**src/rtl/montacargas.sv**
```systemverilog
// ---------------------------------------------------------------------------
// montacargas -- controller for a 3-floor freight lift.
//
// The controller latches one floor request from the call buttons and drives
// the motor up or down. It stops when the limit switch of the target floor
// closes. It shows the current floor on one common-cathode 7-segment digit.
//
// Parameters
//   TIMEOUT_CYCLES : maximum number of cycles in UP/DOWN before a fault.
//                    Only used when MOVE_TIMEOUT_EN is defined.
//
// Ports
//   clk         : system clock, rising edge
//   rst         : asynchronous reset, active-low
//   P1,P2,P3    : call buttons, active-high, asynchronous
//   Fc1,Fc2,Fc3 : floor limit switches, active-high, asynchronous
//   motor       : 00 stop, 01 up, 10 down
//   disp_7seg   : segments {a,b,c,d,e,f,g}, active-high
//   COMC        : digit common enable, 1 = digit lit
//
// Optional build macro
//   MOVE_TIMEOUT_EN : adds a travel-time watchdog and a FAULT state.
//                     FAULT shows 'E' and is left only by reset.
// ---------------------------------------------------------------------------
module montacargas #(
  parameter int TIMEOUT_CYCLES = 1000
) (
  input  logic       clk,
  input  logic       rst,
  input  logic       P1,
  input  logic       P2,
  input  logic       P3,
  input  logic       Fc1,
  input  logic       Fc2,
  input  logic       Fc3,
  output logic [1:0] motor,
  output logic [6:0] disp_7seg,
  output logic       COMC
);

  typedef enum logic [1:0] {
    IDLE  = 2'd0,
    UP    = 2'd1,
    DOWN  = 2'd2
`ifdef MOVE_TIMEOUT_EN
    , FAULT = 2'd3
`endif
  } state_t;

  localparam logic [6:0] SEG_E = 7'b1001111;

  // Two-flop synchronisers. Index 0 is floor 1.
  logic [2:0] btn_p0, btn_p1;
  logic [2:0] fc_p0, fc_p1;

  state_t     state_r, state_nxt;
  logic [1:0] floor_r, floor_nxt;
  logic [1:0] target_r, target_nxt;
  logic [1:0] req;
  logic [1:0] motor_nxt;
  logic [6:0] disp_nxt;
  logic       timeout;

  function automatic logic [6:0] seg_of(input logic [1:0] fl);
    case (fl)
      2'd1:    seg_of = 7'b0110000;
      2'd2:    seg_of = 7'b1101101;
      2'd3:    seg_of = 7'b1111001;
      default: seg_of = 7'b0000001;   // floor unknown: dash
    endcase
  endfunction

  function automatic logic fc_at(input logic [1:0] fl, input logic [2:0] fc);
    case (fl)
      2'd1:    fc_at = fc[0];
      2'd2:    fc_at = fc[1];
      2'd3:    fc_at = fc[2];
      default: fc_at = 1'b0;
    endcase
  endfunction

  // ---- synchroniser stage ----
  always_ff @(posedge clk or negedge rst) begin
    if (!rst) begin
      btn_p0 <= '0;
      btn_p1 <= '0;
      fc_p0  <= '0;
      fc_p1  <= '0;
    end else begin
      btn_p0 <= {P3, P2, P1};
      btn_p1 <= btn_p0;
      fc_p0  <= {Fc3, Fc2, Fc1};
      fc_p1  <= fc_p0;
    end
  end

`ifdef MOVE_TIMEOUT_EN
  localparam int CW = $clog2(TIMEOUT_CYCLES + 1);
  logic [CW-1:0] cnt_r;

  // The counter is held at zero while idle, so every trip starts from zero.
  always_ff @(posedge clk or negedge rst) begin
    if (!rst)
      cnt_r <= '0;
    else if (state_r == UP || state_r == DOWN)
      cnt_r <= cnt_r + 1'b1;
    else
      cnt_r <= '0;
  end

  assign timeout = (cnt_r == CW'(TIMEOUT_CYCLES - 1));
`else
  assign timeout = 1'b0;
`endif

  // ---- state register stage ----
  always_ff @(posedge clk or negedge rst) begin
    if (!rst) begin
      state_r   <= IDLE;
      floor_r   <= 2'd0;
      target_r  <= 2'd0;
      motor     <= 2'b00;
      disp_7seg <= 7'b0000000;
      COMC      <= 1'b0;
    end else begin
      state_r   <= state_nxt;
      floor_r   <= floor_nxt;
      target_r  <= target_nxt;
      motor     <= motor_nxt;
      disp_7seg <= disp_nxt;
      COMC      <= 1'b1;
    end
  end

  // Floor tracking. The floor is updated only when exactly one switch is active.
  always_comb begin
    floor_nxt = floor_r;
    case (fc_p1)
      3'b001:  floor_nxt = 2'd1;
      3'b010:  floor_nxt = 2'd2;
      3'b100:  floor_nxt = 2'd3;
      default: floor_nxt = floor_r;
    endcase
  end

  // Button priority: P1 > P2 > P3. Any lower-priority request is dropped.
  always_comb begin
    req = 2'd0;
    if (btn_p1[0])      req = 2'd1;
    else if (btn_p1[1]) req = 2'd2;
    else if (btn_p1[2]) req = 2'd3;
  end

  // ---- next-state logic ----
  always_comb begin
    state_nxt  = state_r;
    target_nxt = target_r;
    case (state_r)
      IDLE: begin
        if (floor_r != 2'd0 && req != 2'd0) begin
          if (req > floor_r) begin
            target_nxt = req;
            state_nxt  = UP;
          end else if (req < floor_r) begin
            target_nxt = req;
            state_nxt  = DOWN;
          end
        end
      end
      // An end-of-shaft switch also stops the cab, whatever the target is.
      UP: begin
        if (fc_at(target_r, fc_p1) || fc_p1[2]) state_nxt = IDLE;
`ifdef MOVE_TIMEOUT_EN
        else if (timeout)                       state_nxt = FAULT;
`endif
      end
      DOWN: begin
        if (fc_at(target_r, fc_p1) || fc_p1[0]) state_nxt = IDLE;
`ifdef MOVE_TIMEOUT_EN
        else if (timeout)                       state_nxt = FAULT;
`endif
      end
`ifdef MOVE_TIMEOUT_EN
      FAULT: state_nxt = FAULT;
`endif
      default: state_nxt = IDLE;
    endcase
  end

  // ---- registered-output decode ----
  // The outputs are decoded from the next state, so the motor and display
  // change on the same edge as the state.
  always_comb begin
    motor_nxt = 2'b00;
    disp_nxt  = seg_of(floor_nxt);
    case (state_nxt)
      UP:      motor_nxt = 2'b01;
      DOWN:    motor_nxt = 2'b10;
`ifdef MOVE_TIMEOUT_EN
      FAULT:   disp_nxt  = SEG_E;
`endif
      default: motor_nxt = 2'b00;
    endcase
  end

  // Keeps the 'E' pattern and the timeout flag referenced in the default build.
  logic unused_ok;
  assign unused_ok = ^{SEG_E, timeout};

endmodule

```
**config.mk**
```make
export PLATFORM = sky130hd
export DESIGN_NAME = montacargas
export DESIGN_NICKNAME = d
export VERILOG_FILES = /design/src/rtl/montacargas.sv
export SDC_FILE = /design/constraint.sdc
export NUM_CORES = 1
export LEC_CHECK = 0
export CORE_ASPECT_RATIO = 0.75
export CORE_MARGIN = 1
export CORE_UTILIZATION = 42
export DETAILED_ROUTE_END_ITERATION = 8
export GPL_TIMING_DRIVEN = 0
export PLACE_DENSITY = 0.76
export SLEW_MARGIN = 20
export SYNTH_ARGS = -nofsm -noshare
export SYNTH_HDL_FRONTEND = slang
export SYNTH_SLANG_ARGS = --single-unit
```
**constraint.sdc**
```tcl
create_clock -name clk -period 2.6 [get_ports clk]
set_input_delay 0.65 -clock clk [delete_from_list [all_inputs] [get_ports clk]]
set_output_delay 0.65 -clock clk [all_outputs]
set_load 0.02 [all_outputs]
```
==> results of run 1 <==
==> layer usage <==
layer | track usage | up-vias | part of all wire
met2 | 0.2791 | 23 | 0.50
li1 | - | 311 | -
met1 | 0.1598 | 315 | 0.43
met3 | 0.06567 | 2 | 0.062
met4 | 0.05238 | 0 | 0.0063
met5 | 0 | - | 0
==> power groups by stage <==
| stage | logic, mW | clock network [mW] | registers, mW |
|---|---|---|---|
| detailed placement | 0.293 | 0 | 0.503 |
| floorplan | 0.171 | 0 | 0.521 |
| finish | 0.293 | 0.182 | 0.496 |
| global placement | 0.285 | 0 | 0.498 |
| CTS | 0.295 | 0.193 | 0.495 |
| global route | 0.318 | 0.213 | 0.502 |
==> synthesized netlist by cell type, types with 2 or more instances <==
master / count
dfrtp_1: 25
a21oi_1: 6
nor2_1: 5
inv_1: 4
buf_4: 3
nand2b_1: 3
a2bb2oi_1: 2
a32o_1: 2
clkbuf_1: 2
conb_1: 2
ha_1: 2
nand2_1: 2
nor2b_1: 2
nor3_1: 2
o21ai_0: 2
o32ai_1: 2
==> worst reg2reg max path, delay by kind of cell, from the launching register on <==
family                   cells  cell delay, ns
AO/OA/AOI/OAI                1            0.43
adder cells (fa/ha/maj)      1            0.31
buffers and inverters        1            0.10
flip-flops                   1            0.50
multiplexers                 1            0.31
AND/OR/NAND/NOR              1            0.20
==> cells by family after synthesis <==
family                   count (synthesis)
multiplexers                             2
flip-flops                              25
AO/OA/AOI/OAI                           19
other                                    2
XOR/XNOR                                 1
adder cells (fa/ha/maj)                  2
AND/OR/NAND/NOR                         19
buffers and inverters                    9
==> metrics by stage <==
stage / instance area, um2 / utilization / setup slack (ns)
2_1_floorplan: 978.4 / - / 0.8154
3_3_place_gp: 1169 / 0.5560 / 0.6559
3_5_place_dp: 1169 / 0.5560 / 0.6399
4_1_cts: 1200 / 0.5708 / 0.3764
5_1_grt: 1195 / 0.5685 / 0.3139
6_report: 1195 / 0.5685 / 0.3844
==> state kept, by name, indices dropped and copies added (netlist names) <==
name       cells
COMC           1
btn_p0         3
btn_p1         3
disp_7seg      5
fc_p0          3
fc_p1          3
floor_r        1
motor          2
state_r        2
target_r       2
==> cells in the final DEF (no fill, tap or decap) <==
cell type,count
dfrtp_1,25
clkdlybuf4s50_1,15
a21oi_1,6
nor2_1,5
inv_1,4
nand2b_1,3
buf_4,3
clkbuf_4,3
conb_1,2
clkbuf_1,2
nor2b_1,2
a2bb2oi_1,2
nor3_1,2
o32ai_1,2
nand2_1,2
a32o_1,2
o21ai_0,2
ha_1,2
o32a_1,1
or2b_1,1
or2_1,1
or3_1,1
and2_1,1
or3b_2,1
a21bo_1,1
xor2_1,1
o21ai_1,1
o31ai_1,1
a2111o_1,1
mux2i_1,1
mux2_4,1
inv_6,1
buf_2,1
==> worst min path at each step <==
stage	to	slack, ns
floorplan	btn_p1[0]$_DFF_PN0_	0.33
global placement	fc_p1[2]$_DFF_PN0_	0.33
detailed placement	btn_p1[1]$_DFF_PN0_	0.34
CTS	btn_p1[1]$_DFF_PN0_	0.37
global route	disp_7seg[3]$_DFF_PN0_	0.30
finish	disp_7seg[2]$_DFF_PN0_	0.28
==> layout make-up <==
type | instances | area (um2)
Tap cell | 24 | 30.03
Buffer | 5 | 30.03
Multi-Input combinational cell | 45 | 307.8
Fill cell | 185 | 907.1
Clock buffer | 3 | 22.52
Inverter | 4 | 15.01
Clock inverter | 1 | 8.758
Sequential cell | 25 | 625.6
Timing Repair Buffer | 16 | 155.1
==> qor.yml, run 1 <==
worst_hold_path:
  worst_hold_path_type: "primary input to async pin"
worst_setup_path:
  reg2reg_from: "disp_7seg[3]$_DFF_PN0_"
  cp.buffers_inverters: 2
  path_depth: 2
  crit_type: "register to output pin"
  cp-startpoint: "disp_7seg[3]$_DFF_PN0_"
  start_kind: "register"
  reg2reg_depth: 5
  worstPathCellList: "buf_4, clkdlybuf4s50_1"
  max_stage_delay_ns: 0.60
  r2r_end: "target_r[1]$_DFFE_PN0P_"
  crit_required_ns: 1.95
  crit_fanout: 7
  cp.arrival_ns: 1.57
  crit_path_top_delay_cell: "clkdlybuf4s50_1"
  cp-end-kind: "output pin"
  cpLargestDelayFamily: "buffers and inverters"
  rrSetupSlack_ns: 0.65
  critPathCapture: "disp_7seg[6]"
global_routing:
  grt_max_degree: 26
  grt_pass1_wl_mm: 2.766
  antenna_found_initial: 0
  overflow: 0
  grtUsageTotal: 0.1529
  grt_pass1_vias: 646
power_and_ir_drop:
  finalPower_mw: 0.9711
  seq_power_share: 0.510
  comb_power_share: 0.302
  p_sw_frac: 0.3105
  clkPwrFrac: 0.187
  power_density_nw_per_um2: 812.7
  power_leakage_nw: 0.5323
  p_int_mw: 0.6696
  peakVddDrop_mv: 0.5034
  p_switching_mw: 0.3015
sta:
  fmax_mhz: 451.3
  rsz0062_at_grt: "false"
  setup_viol: 0
  relSlewSlack: 0.6509
  slew_viol_final: 0
  hold_viol_final: 0
  layout_worst_path_cycle_share: 0.8522
  min_period_ns: 2.216
  tightestPinTransition_ns: 0.5237
  skew_ns: 0.006120
  fin_hold_ws_ns: 0.2775
  tns_ns: 0
synth:
  yosys.area_share.xor_xnor: 0.008951
  syn_nets: 89
  synth_area_per_cell_um2: 12.39
  synth_edf_count: 0
  synth_area_leader_cell: "dfrtp_1"
  synth_top_area_share: 0.6394
  ys_ff_latch: 25
  synth.area.mux_share: 0.02558
  ys_types: 29
  synth_top_family_by_area: "compound AO/OA/AOI/OAI gates"
  synth-compound-area-share: 0.1419
  yosysSeqAreaShare: 0.6394
  synthSimpleGateAreaFrac: 0.1049
  synthAdderAreaFrac: 0.02558
  synth-warning-count: 0
  synth_area_um2: 978.4
  async_reset_ff_frac: 1.000
  synthCells: 79
  synth_area_leaders: "dfrtp_1 (64%), a21oi_1 (3.1%), ha_1 (2.6%)"
  synth_ff_type: "dfrtp_1"
clocking:
  clk_latency_ns: 0.32
  post_cts_buffers: 0
  cts_hold_buf: 0
  clock_sinks: 25
  cts.path.max_buffers: 2
  cts-root-buf: "clkbuf_4"
  cts_resized: 0
  path_clk_slew_ns: 0.14
  h-tree-depth: 1
  cts_buffers: 3
  cts_tree: "yes"
die:
  ioPinCount: 18
  die_area_um2: 2529
  die_x_um: 57.73
  dieHeight_um: 43.80
  start_util: 0.4655
  fp-row-count: 14
  core_um2: 2102
drt:
  drt_iter0_markers: 17
  vias_per_cell: 5.293
  vias: 651
  drt_pass1_iterations: 6
  wirelength_mm: 1.599
  routedWlPerCell_um: 13.00
  drcViolationCount: 1
  antenna_left: 0
placed_design:
  portBuffers: 16
  placedCellCount: 119
  dp_hpwl_mm: 1.145
  place.gp.congestion: 0.8613
cells_and_area:
  finalNonFillerCells: 123
  area_growth_pct: 22.12
  antenna_cells: 0
  drive_gt1_frac: 0.1010
  final_nets: 110
job:
  cap_violations: 0
status:
  status: "finished with violations"
  violations: "DRC"
No activity file was read; power rests on OpenSTA's default activity.
==> run 2, diff against run 1 <==
Settings changed: ABC_CLOCK_PERIOD_IN_PS from default to 2600.
==> results of run 2 <==
Same layout as run 1: the final DEF is identical, and so are final timing and power.
